--- src/rtl/disp_pkg.sv ---
// Shared display definitions: glyph codes, digit count and the formatter state encoding.
// Also consumed by the segment driver, so glyph values must stay stable.
package disp_pkg;

  localparam int NUM_DIGITS = 8;
  localparam int GLYPH_W    = 5;

  localparam logic [GLYPH_W-1:0] CODE_MINUS = 5'd12;
  localparam logic [GLYPH_W-1:0] CODE_E     = 5'd15;
  localparam logic [GLYPH_W-1:0] CODE_BLANK = 5'd16;

  typedef enum logic [1:0] {
    ST_IDLE = 2'd0,
    ST_PREP = 2'd1,
    ST_CONV = 2'd2,
    ST_FMT  = 2'd3
  } fmt_state_e;

  // BCD digits 0-9 map directly onto their glyph codes.
  function automatic logic [GLYPH_W-1:0] digit_code(input logic [3:0] d);
    return {1'b0, d};
  endfunction

endpackage

--- src/rtl/bin2bcd_seq.sv ---
// Sequential shift-and-add-3 (double-dabble) converter, one input bit per clock.
// Handshake: start_i is accepted only while busy_o=0; done_o is high during the final shift cycle and bcd_o is valid from the next cycle until the next start.
module bin2bcd_seq #(
  parameter int BIN_W = 28,
  parameter int BCD_W = 32
) (
  input  logic             clk,
  input  logic             rst,
  input  logic             start_i,
  input  logic [BIN_W-1:0] bin_i,
  output logic             busy_o,
  output logic             done_o,
  output logic [BCD_W-1:0] bcd_o
);

  localparam int CNT_W = $clog2(BIN_W);
  localparam logic [CNT_W-1:0] LAST = CNT_W'(BIN_W - 1);

  logic [BIN_W-1:0] bin_q;
  logic [BCD_W-1:0] bcd_q;
  logic [BCD_W-1:0] bcd_adj;
  logic [CNT_W-1:0] cnt_q;
  logic             busy_q;

  always_comb begin
    bcd_adj = bcd_q;
    for (int i = 0; i < BCD_W / 4; i++) begin
      if (bcd_q[4*i +: 4] >= 4'd5) begin
        bcd_adj[4*i +: 4] = bcd_q[4*i +: 4] + 4'd3;
      end
    end
  end

  always_ff @(posedge clk) begin
    if (rst) begin
      bin_q  <= '0;
      bcd_q  <= '0;
      cnt_q  <= '0;
      busy_q <= 1'b0;
    end else if (!busy_q) begin
      if (start_i) begin
        bin_q  <= bin_i;
        bcd_q  <= '0;
        cnt_q  <= '0;
        busy_q <= 1'b1;
      end
    end else begin
      {bcd_q, bin_q} <= {bcd_adj[BCD_W-2:0], bin_q, 1'b0};
      cnt_q          <= cnt_q + 1'b1;
      if (cnt_q == LAST) begin
        busy_q <= 1'b0;
      end
    end
  end

  assign busy_o = busy_q;
  assign done_o = busy_q && (cnt_q == LAST);
  assign bcd_o  = bcd_q;

endmodule

--- src/rtl/disp_formatter.sv ---
// Turns a signed binary value into eight glyph codes with leading-zero blanking,
// minus sign, decimal point and an error display for overflow or calculator errors.
module disp_formatter #(
  parameter int NUM_DIGITS = 8,
  parameter int BIN_W      = 28
) (
  input  logic                  clk,
  input  logic                  rst,
  input  logic                  load,
  input  logic [BIN_W-1:0]      value_in,
  input  logic                  err_in,
  input  logic [2:0]            dp_idx,
  output logic                  busy,
  output logic                  done,
  output logic [4:0]            seg_data_1,
  output logic [4:0]            seg_data_2,
  output logic [4:0]            seg_data_3,
  output logic [4:0]            seg_data_4,
  output logic [4:0]            seg_data_5,
  output logic [4:0]            seg_data_6,
  output logic [4:0]            seg_data_7,
  output logic [4:0]            seg_data_8,
  output logic [NUM_DIGITS-1:0] seg_data_en,
  output logic [NUM_DIGITS-1:0] seg_dot_en,
  output logic [1:0]            dbg_state
);
  import disp_pkg::*;

  localparam int BCD_W = 4 * NUM_DIGITS;
  localparam logic [BIN_W-1:0] MAX_POS = BIN_W'(99_999_999);
  localparam logic [BIN_W-1:0] MAX_NEG = BIN_W'(9_999_999);

  fmt_state_e           state_q;
  logic [BIN_W-1:0]     value_q;
  logic                 err_q;
  logic [2:0]           dp_q;
  logic                 neg_q;
  logic                 ovf_q;
  logic                 busy_q;
  logic                 done_q;
  logic [4:0]           seg_q [NUM_DIGITS];
  logic [NUM_DIGITS-1:0] en_q;
  logic [NUM_DIGITS-1:0] dot_q;

  logic [BIN_W-1:0]     mag_c;
  logic                 ovf_c;
  logic                 eng_start;
  logic                 eng_busy;
  logic                 eng_done;
  logic [BCD_W-1:0]     eng_bcd;

  logic [4:0]           fmt_seg [NUM_DIGITS];
  logic [NUM_DIGITS-1:0] fmt_en;
  logic [NUM_DIGITS-1:0] fmt_dot;

  // The negative limit is one digit shorter because the minus sign needs a digit of its own.
  always_comb begin
    mag_c = value_q[BIN_W-1] ? (~value_q + 1'b1) : value_q;
    ovf_c = value_q[BIN_W-1] ? (mag_c > MAX_NEG) : (mag_c > MAX_POS);
  end

  assign eng_start = (state_q == ST_PREP) && !eng_busy;

  bin2bcd_seq #(
    .BIN_W (BIN_W),
    .BCD_W (BCD_W)
  ) u_bin2bcd (
    .clk     (clk),
    .rst     (rst),
    .start_i (eng_start),
    .bin_i   (mag_c),
    .busy_o  (eng_busy),
    .done_o  (eng_done),
    .bcd_o   (eng_bcd)
  );

  always_comb begin
    int   msd;
    logic nz_left;
    msd     = 0;
    nz_left = 1'b0;
    fmt_en  = '0;
    fmt_dot = '0;
    for (int i = 0; i < NUM_DIGITS; i++) begin
      fmt_seg[i] = CODE_BLANK;
    end
    if (err_q || ovf_q) begin
      fmt_seg[0] = CODE_E;
      fmt_en[0]  = 1'b1;
    end else begin
      // Kept digits form a contiguous run from digit 1 up to the most significant shown digit.
      for (int i = NUM_DIGITS - 1; i >= 0; i--) begin
        nz_left = nz_left || (eng_bcd[4*i +: 4] != 4'd0);
        if (nz_left || (i == 0) || (i <= int'(dp_q))) begin
          fmt_seg[i] = digit_code(eng_bcd[4*i +: 4]);
          fmt_en[i]  = 1'b1;
        end
      end
      for (int i = 0; i < NUM_DIGITS; i++) begin
        if (fmt_en[i]) msd = i;
      end
      for (int i = 1; i < NUM_DIGITS; i++) begin
        if (neg_q && (eng_bcd != '0) && (i == msd + 1)) begin
          fmt_seg[i] = CODE_MINUS;
          fmt_en[i]  = 1'b1;
        end
        if ((dp_q != 3'd0) && (i == int'(dp_q))) begin
          fmt_dot[i] = 1'b1;
        end
      end
    end
  end

  always_ff @(posedge clk) begin
    if (rst) begin
      state_q <= ST_IDLE;
      value_q <= '0;
      err_q   <= 1'b0;
      dp_q    <= 3'd0;
      neg_q   <= 1'b0;
      ovf_q   <= 1'b0;
      busy_q  <= 1'b0;
      done_q  <= 1'b0;
      en_q    <= '0;
      dot_q   <= '0;
      for (int i = 0; i < NUM_DIGITS; i++) begin
        seg_q[i] <= CODE_BLANK;
      end
    end else begin
      done_q <= 1'b0;
      unique case (state_q)
        ST_IDLE: begin
          if (load) begin
            value_q <= value_in;
            err_q   <= err_in;
            dp_q    <= dp_idx;
            busy_q  <= 1'b1;
            state_q <= ST_PREP;
          end
        end
        ST_PREP: begin
          neg_q   <= value_q[BIN_W-1];
          ovf_q   <= ovf_c;
          state_q <= ST_CONV;
        end
        ST_CONV: begin
          if (eng_done) state_q <= ST_FMT;
        end
        ST_FMT: begin
          for (int i = 0; i < NUM_DIGITS; i++) begin
            seg_q[i] <= fmt_seg[i];
          end
          en_q    <= fmt_en;
          dot_q   <= fmt_dot;
          done_q  <= 1'b1;
          busy_q  <= 1'b0;
          state_q <= ST_IDLE;
        end
        default: state_q <= ST_IDLE;
      endcase
    end
  end

  assign busy        = busy_q;
  assign done        = done_q;
  assign seg_data_1  = seg_q[0];
  assign seg_data_2  = seg_q[1];
  assign seg_data_3  = seg_q[2];
  assign seg_data_4  = seg_q[3];
  assign seg_data_5  = seg_q[4];
  assign seg_data_6  = seg_q[5];
  assign seg_data_7  = seg_q[6];
  assign seg_data_8  = seg_q[7];
  assign seg_data_en = en_q;
  assign seg_dot_en  = dot_q;
  assign dbg_state   = state_q;

endmodule

--- config.mk ---
export PLATFORM = sky130hd
export DESIGN_NAME = disp_formatter
export DESIGN_NICKNAME = d
export VERILOG_FILES = /design/src/rtl/disp_pkg.sv /design/src/rtl/bin2bcd_seq.sv /design/src/rtl/disp_formatter.sv
export SDC_FILE = /design/constraint.sdc
export NUM_CORES = 1
export LEC_CHECK = 0
export CORE_MARGIN = 8
export CORE_UTILIZATION = 51
export CTS_CLUSTER_SIZE = 24
export DETAILED_ROUTE_END_ITERATION = 12
export GPL_ROUTABILITY_DRIVEN = 0
export PLACE_DENSITY = 0.77
export SLEW_MARGIN = 10
export SYNTH_ARGS = -nofsm -noshare
export SYNTH_HDL_FRONTEND = slang
export SYNTH_SLANG_ARGS = --single-unit
--- constraint.sdc ---
create_clock -name clk -period 3.15 [get_ports clk]
set_input_delay 0.63 -clock clk [delete_from_list [all_inputs] [get_ports clk]]
set_output_delay 0.63 -clock clk [all_outputs]
set_load 0.03 [all_outputs]
==> results of run 1 <==
-- state kept, by name, summed over array words and instances (netlist names) --
register and cells:
dbg_state 2, value_q 28, err_q 1, seg_q 40
u_bin2bcd.bin_q 28, seg_data_en 8, busy 1, neg_q 1
u_bin2bcd.cnt_q 5, dp_q 3, ovf_q 1, done 1
u_bin2bcd.busy_o 1, u_bin2bcd.bcd_o 32, seg_dot_en 7
-- Yosys cell counts (2+ instances only) --
cell / count / area (um^2)
buf_1: 10 / 37.5
o21ai_0: 44 / 220
o21a_1: 9 / 67.6
nand3_1: 14 / 70.1
or2_1: 2 / 12.5
or3_1: 5 / 31.3
nor2_1: 123 / 462
nor3_1: 34 / 170
a21oi_1: 117 / 586
nand2_1: 112 / 420
a22o_1: 2 / 17.5
nor2b_1: 6 / 37.5
or2_2: 4 / 25.0
clkbuf_1: 52 / 195
xor2_1: 26 / 228
nor4_1: 9 / 56.3
and3_1: 7 / 43.8
o41ai_1: 5 / 43.8
o211ai_1: 5 / 37.5
o31ai_1: 18 / 135
buf_2: 2 / 10.0
and2_1: 2 / 12.5
nand2b_1: 18 / 113
a211o_1: 2 / 17.5
edfxtp_1: 39 / 1170
nor3b_1: 27 / 203
or4_1: 8 / 60.1
a41oi_1: 2 / 17.5
mux2i_1: 3 / 30.0
inv_1: 25 / 93.8
dfxtp_1: 120 / 2400
xnor2_1: 10 / 87.6
nand4b_1: 2 / 17.5
ha_1: 29 / 363
nand4_1: 7 / 43.8
a31oi_1: 2 / 12.5
a211oi_1: 30 / 225
-- final timing paths --
kind	from	slack, ns	cells after the start	to
setup / recovery	value_q[9]	0.18	8	ovf_q
hold / removal	seg_data_en[5]	0.44	2	seg_data_en[5]
setup reg to reg	value_q[9]	0.18	8	ovf_q
hold reg to reg	seg_data_en[5]	0.44	2	seg_data_en[5]
-- power groups by stage --
| stage | Clock [mW] | Combinational, mW | Sequential (mW) |
|---|---|---|---|
| 2_1_floorplan | 0 | 1.67 | 2.74 |
| 3_3_place_gp | 0 | 2.28 | 2.71 |
| 3_5_place_dp | 0 | 2.32 | 2.72 |
| 4_1_cts | 2.11 | 2.34 | 2.68 |
| 5_1_grt | 2.20 | 2.64 | 2.73 |
| 6_report | 2.09 | 2.36 | 2.69 |
-- through the flow --
step	hold WS (ns)	utilization (%)	setup slack [ns]	power, mW
2_1_floorplan	0.432	-	0.199	4.41
3_3_place_gp	0.435	59.1	0.174	4.99
3_5_place_dp	0.438	59.1	0.128	5.04
4_1_cts	0.448	63.1	0.0404	7.13
5_1_grt	0.477	63.3	0.0174	7.57
6_report	0.444	63.3	0.177	7.14
-- area by class of cell --
cell class | count | area, um^2
Fill cell | 1289 | 5580
Multi-Input combinational cell | 697 | 4020
Sequential cell | 159 | 3580
Timing Repair Buffer | 114 | 1090
Clock buffer | 20 | 478
Tap cell | 188 | 235
Clock inverter | 12 | 133
Inverter | 25 | 93.8
-- cells by family after synthesis --
logic type	Yosys count	synth area share, %
simple gates	387	23.4
compound gates	241	18.1
flops	159	45.2
buf+inv	90	4.35
xor+xnor	36	3.99
fa+ha+maj	29	4.59
mux	3	0.380
other cells	1	0.0474
-- layer usage --
metal | vias up | part of all wire, % | GRT usage (%)
met3 | 28 | 4.6 | 3.98
met4 | 0 | 1.5 | 6.79
met2 | 160 | 46 | 28.6
li1 | 3459 | - | -
met5 | - | 0 | 0
met1 | 3109 | 48 | 23.6
-- critical path, delay by kind of cell, from the launching register on --
family,cells,cell delay (ns)
DFF,1,0.40
AOI/OAI and AO/OA,3,0.63
and+or+nand+nor,4,1.58
xor gates and xnor gates,1,0.22
-- timing repair --
action,4_1_cts,5_1_grt
resized for setup,0,5
setup endpoints to repair,0,1
buffers inserted,0,0
hold buffers,0,0
==> run metrics, run 1 <==
actual slew at the worst max-slew pin=0.825 ns; Initial DRC Count=535; internal cell power=4.56 mW; Post-Syn Nets=1010; Syn. warnings=0; post-synthesis sequential area ratio=45.2%; clock-pin slew on the worst setup and hold paths=0.06 ns; Primary FF master, synth=dfxtp_1; WP data required=3.42 ns; Setup Skew=0.00786 ns; Rows=45; diode count=0; First-pass DRT Iterations=5; Post-Layout Cell Count=1215; Logic pwr share=33.1%; VDD IR-drop max=0.431 mV; clock latency on the worst-skew pair=0.43 ns; number of max-cap violations=0; setup TNS=0 ns; GR Util All Layers=18.0%; Area growth syn-to-layout=21.8%; Finish-stage setup viols=0; leakage power=3.43 nW; CTS max path bufs=2; post-route antenna net violation count=0; worst hold path class=reg -> reg; clock share of power=29.2%; commonest non-fill, non-tap cell in the layout=nor2_1; CP Cell Sequence=or4_4 -> or4_1 -> or4_1 -> o31ai_1 -> xor2_1 -> nor4_1 -> a211oi_1 -> a311oi_2; most frequent cells in the layout=nor2_1 (123), dfxtp_1 (119), a21oi_1 (117); TritonCTS clock tree=done; Ports=95; outcome=complete, no violations; Sw Ratio=36.2%; routed len/inst=14.6 um; Slowest-stage cell, CP=or4_4; Die Span Y=141 um; async set or reset register ratio after synthesis=0%; cell area after layout=9630 um^2; Post-Syn Instances=946; EDFF count, synth=39; Setup crit end kind=flop; Final Max Slew Viols=0; largest net degree at the start of global routing=82; Pwr per Cell Area=742 nW/um^2; layout net count=1078; core area=15200 um^2; Setup CP Type=reg -> reg; die area=19700 um^2; Tmin final=2.97 ns; Worst path most repeated cell=or4_1; Die X=141 um; placed cells=1183; IO Port Bufs=93; hpwl dp=12400 um; first-pass GRT wire length=29500 um; vias in the first global route=6095; TritonCTS buffer count=17; Yosys reg bits=159; drt total wl=17800 um; clock sinks=159; post-DR vias/cell=5.56; initial antenna violation count=0; startpoint types=flop; final period utilization=94.4%; Max stage delay on crit path=0.59 ns; Sequential Power Share=37.7%; area of the mapped netlist=7910 um^2; Crit path arrival time=3.25 ns; Slew headroom=45.0%; Starting Density=52.0%; highest clock rate=0.336 GHz; CTS H-Tree Depth=4; DR DRC count=0; Clock Tree Root=clkbuf_16; switching power=2.58 mW; Netlist cell types=51; share of cells above drive strength 1=6.52%; syn avg cell area=8.36 um^2; Overflow after GRT=0; RSZ-0062 raised after global routing=false; via count=6756; crit-path max FO=6; DP Area=8980 um^2; Final Hold Violating Endpoints=0
Note: power is estimated with default switching activity, not from simulation.
==> run 2: changes to the inputs <==
- CAP_MARGIN: not set -> 20
- REMOVE_ABC_BUFFERS: not set -> 1
==> run metrics, run 2 (synthesized netlist as in run 1, its figures left out) <==
Ports=95; diode count=0; placed cells=1184; clock-pin slew on the worst setup and hold paths=0.06 ns; Reg2Reg Depth=8; Area growth syn-to-layout=21.4%; Pwr per Cell Area=737 nW/um^2; via count=6773; hold_buf cts=0; drt total wl=18000 um; Setup Skew=0.00402 ns; Starting Density=52.0%; crit-path max FO=6; Final Max Slew Viols=0; commonest non-fill, non-tap cell in the layout=nor2_1; Final Util=63.1%; TritonCTS clock tree=done; VDD IR-drop max=0.444 mV; clock latency on the worst-skew pair=0.42 ns; start point of the worst hold path=seg_data_en[4]; hold path depth=2; Largest Register=seg_q; Crit path arrival time=3.28 ns; WP data required=3.49 ns; share of cells above drive strength 1=6.13%; Design Power=7.07 mW; Final Hold Violating Endpoints=0; Clock Tree Root=clkbuf_16; core area=15200 um^2; Die Span Y=141 um; first-pass GRT wire length=29500 um; final period utilization=93.4%; Min-Delay Endpoint=seg_data_en[4]; TritonCTS buffer count=17; worst hold path class=reg -> reg; post-DR vias/cell=5.57; Rows=45; CTS max path bufs=2; reg2reg start=value_q[0]; largest net degree at the start of global routing=77; outcome=complete, no violations; number of flip-flops under the largest register name=40; IO Port Bufs=93; Post-Layout Cell Count=1216; Overflow after GRT=0; Setup CP Type=reg -> reg; Slew headroom=43.0%; initial antenna violation count=0; Initial DRC Count=447; startpoint types=flop; highest clock rate=0.340 GHz; CTS H-Tree Depth=4; setup slack, reg-to-reg=0.21 ns; routed len/inst=14.8 um; DR DRC count=0; Setup crit end kind=flop; post-route antenna net violation count=0; die area=19700 um^2; GR Util All Layers=18.2%; RSZ-0062 raised after global routing=false; clock sinks=159; r2r endpoint=ovf_q; fill count=1326; number of max-cap violations=0; most frequent cells in the layout=nor2_1 (123), dfxtp_1 (119), a21oi_1 (117); First-pass DRT Iterations=5; actual slew at the worst max-slew pin=0.851 ns; vias in the first global route=6220; Finish-stage setup viols=0; leakage power=3.42 nW; Die X=141 um; Tmin final=2.94 ns; hpwl dp=12600 um; layout net count=1079
==> run 2: stage by stage <==
step | area, um^2 | setup TNS (ns) | hold WS [ns] | setup slack [ns]
3_3_place_gp | 9000 | 0 | 0.433 | 0.204
6_report | 9600 | 0 | 0.445 | 0.209
4_1_cts | 9590 | 0 | 0.437 | 0.142
2_1_floorplan | 7650 | -0.860 | 0.426 | -0.0747
5_1_grt | 9600 | 0 | 0.456 | 0.0266
3_5_place_dp | 9000 | 0 | 0.441 | 0.142
==> run 2: how the worst max path moves through the flow <==
stage | depth (start not counted) | from | slack, ns | to
2_1_floorplan | 3 | u_bin2bcd.busy_o | -0.07 | u_bin2bcd.bcd_o[11]
3_3_place_gp | 10 | value_q[0] | 0.20 | ovf_q
3_5_place_dp | 10 | value_q[0] | 0.14 | ovf_q
4_1_cts | 10 | value_q[0] | 0.14 | ovf_q
5_1_grt | 10 | value_q[0] | 0.03 | ovf_q
6_report | 8 | value_q[0] | 0.21 | ovf_q
==> run 2: critical path: stages, from the launching register on <==
cell	delay (ns)
dfxtp_1	0.35
or4_1	0.59
or2_1	0.28
or4_4	0.44
and4_4	0.21
nor3_2	0.16
nor4_1	0.10
or4b_1	0.53
a311oi_2	0.20
==> run 2: layer usage <==
| layer | track usage (%) | up-vias | wire length [um] |
|---|---|---|---|
| met1 | 22.2 | 3112 | 8220 |
| met3 | 4.42 | 18 | 972 |
| met5 | 0 | - | 0 |
| met4 | 5.66 | 0 | 238 |
| met2 | 31.0 | 179 | 8590 |
| li1 | - | 3464 | - |
==> run 2: report_power, final <==
group          switching [mW]  total, mW  internal, mW  leakage [nW]
Sequential              0.337       2.74          2.41          1.37
Clock                   0.794       2.05          1.26         0.277
Combinational            1.40       2.28         0.882          1.77
==> run 2: layout make-up <==
type                       instances  area (um^2)  share of cell area (%)
multi-input combinational        697         4000                    41.6
sequential                       159         3580                    37.3
timing repair buffer             115         1110                    11.5
clock buffer                      20          447                    4.65
tap                              188          235                    2.45
clock inverter                    12          143                    1.49
inverter                          25         93.8                   0.978
==> run 2: repair_timing <==
item                                   CTS  global route
gates resized for setup                  0             1
setup endpoints to repair                0             1
endpoints found under the hold margin    0             0
buffers inserted                         0             0
==> run 3: changes to the inputs <==
- ABC_CLOCK_PERIOD_IN_PS: not set -> 3150
- CORE_UTILIZATION: 51 -> 52
- CTS_BUF_LIST: not set -> sky130_fd_sc_hd__clkbuf_2
- PLACE_DENSITY: 0.77 -> 0.78
==> run metrics, run 3 (synthesized netlist as in run 1, its figures left out) <==
outcome=complete, no violations; routed len/inst=14.3 um; hpwl dp=12600 um; Final Max Slew Viols=0; Seq. cell area=3580 um^2; TritonCTS buffer count=17; Sequential Power Share=44.7%; placed cells=1184; switching power=2.42 mW; Die X=139 um; Sw Ratio=39.8%; Crit path arrival time=3.71 ns; hold path depth=2; number of max-cap violations=0; Setup Skew=0.0400 ns; setup slack, reg-to-reg=0.12 ns; highest clock rate=0.330 GHz; share of cells above drive strength 1=6.32%; final period utilization=96.3%; VDD IR-drop max=0.296 mV; initial antenna violation count=0; first-pass GRT wire length=29100 um; WP data required=3.82 ns; most frequent cells in the layout=nor2_1 (123), dfxtp_1 (119), a21oi_1 (117); clock-pin slew on the worst setup and hold paths=0.23 ns; Setup CP Type=reg -> reg; Finish-stage setup viols=0; via count=6689; Ports=95; number of flip-flops under the largest register name=40; Die Span Y=139 um; die area=19400 um^2; Post-Layout Cell Count=1216; internal cell power=3.67 mW; post-route antenna net violation count=0; Hold Slack=0.167 ns; vias in the first global route=6099; diode count=0; Initial DRC Count=494; GR Util All Layers=18.0%; CTS max path bufs=2; startpoint types=flop; DR DRC count=0; Logic pwr share=37.7%; largest net degree at the start of global routing=67; Final Util=61.4%; post-DR vias/cell=5.50; clock share of power=17.6%; RSZ-0062 raised after global routing=false; core area=15000 um^2; Rows=45; First-pass DRT Iterations=4; Setup crit end kind=flop; clock latency on the worst-skew pair=0.74 ns; Tmin final=3.03 ns; Largest Register=seg_q; worst hold path class=in -> reg; Final Hold Violating Endpoints=0; Reg2Reg Depth=8; crit-path max FO=7; CTS H-Tree Depth=4; fill count=1310; Overflow after GRT=0; actual slew at the worst max-slew pin=0.688 ns; commonest non-fill, non-tap cell in the layout=nor2_1; Clock Tree Root=clkbuf_2; drt total wl=17400 um; IO Port Bufs=93; area of the multi-input gates=4000 um^2; TritonCTS clock tree=done; Starting Density=52.6%; Area growth syn-to-layout=16.8%; Pwr per Cell Area=659 nW/um^2; clock sinks=159; Slew headroom=54.1%; layout net count=1079; leakage power=3.27 nW
run 3: critical path, cell delays in order (launching register included):
cell,delay (ns)
dfxtp_1,0.40
or4_1,0.68
or2_1,0.30
or4_4,0.43
and4_4,0.21
nor3_2,0.16
nor4_1,0.09
or4b_1,0.52
a311oi_2,0.19
run 3: power groups by stage:
| stage | Clock (mW) | Combinational, mW | Sequential, mW |
|---|---|---|---|
| finish | 1.07 | 2.30 | 2.72 |
| floorplan | 0 | 1.41 | 2.89 |
| global placement | 0 | 2.26 | 2.75 |
| detailed placement | 0 | 2.30 | 2.76 |
| global route | 1.18 | 2.58 | 2.77 |
| CTS | 1.09 | 2.31 | 2.72 |
run 3: final timing paths:
| kind | to | start |
|---|---|---|
| setup / recovery | ovf_q | value_q[2] |
| hold / removal | u_bin2bcd.bcd_o[23] | rst |
| setup reg to reg | ovf_q | value_q[2] |
| hold reg to reg | seg_data_en[5] | seg_data_en[5] |
run 3: cell type report:
| type | instances | area share [%] |
|---|---|---|
| Clock buffer | 20 | 1.08 |
| Clock inverter | 12 | 1.30 |
| Inverter | 25 | 1.02 |
| Multi-Input combinational cell | 697 | 43.3 |
| Sequential cell | 159 | 38.8 |
| Tap cell | 188 | 2.55 |
| Timing Repair Buffer | 115 | 12.0 |
run 3: per-stage QoR:
stage	instance area, um^2	TNS (ns)	total power, mW	worst slack, ns
3_5_place_dp	9000	0	5.06	0.133
4_1_cts	9220	0	6.11	0.130
2_1_floorplan	7650	-0.860	4.29	-0.0747
3_3_place_gp	9000	0	5.01	0.189
5_1_grt	9230	0	6.53	0.0199
6_report	9230	0	6.09	0.117
run 3: per-layer routing:
metal / wire length, um / up-vias / part of all wire [%] / track usage [%]
met1: 8110 / 3052 / 47 / 22.8
li1: - / 3454 / - / -
met4: 240 / 0 / 1.4 / 5.95
met2: 8170 / 161 / 47 / 29.6
met3: 908 / 22 / 5.2 / 4.31
met5: 0 / - / 0 / 0
run 3: what timing repair did:
| item | 4_1_cts | 5_1_grt |
|---|---|---|
| hold buffers | 0 | 0 |
| setup buffers | 0 | 0 |
| setup endpoints to repair | 0 | 1 |
| resized for setup | 0 | 1 |
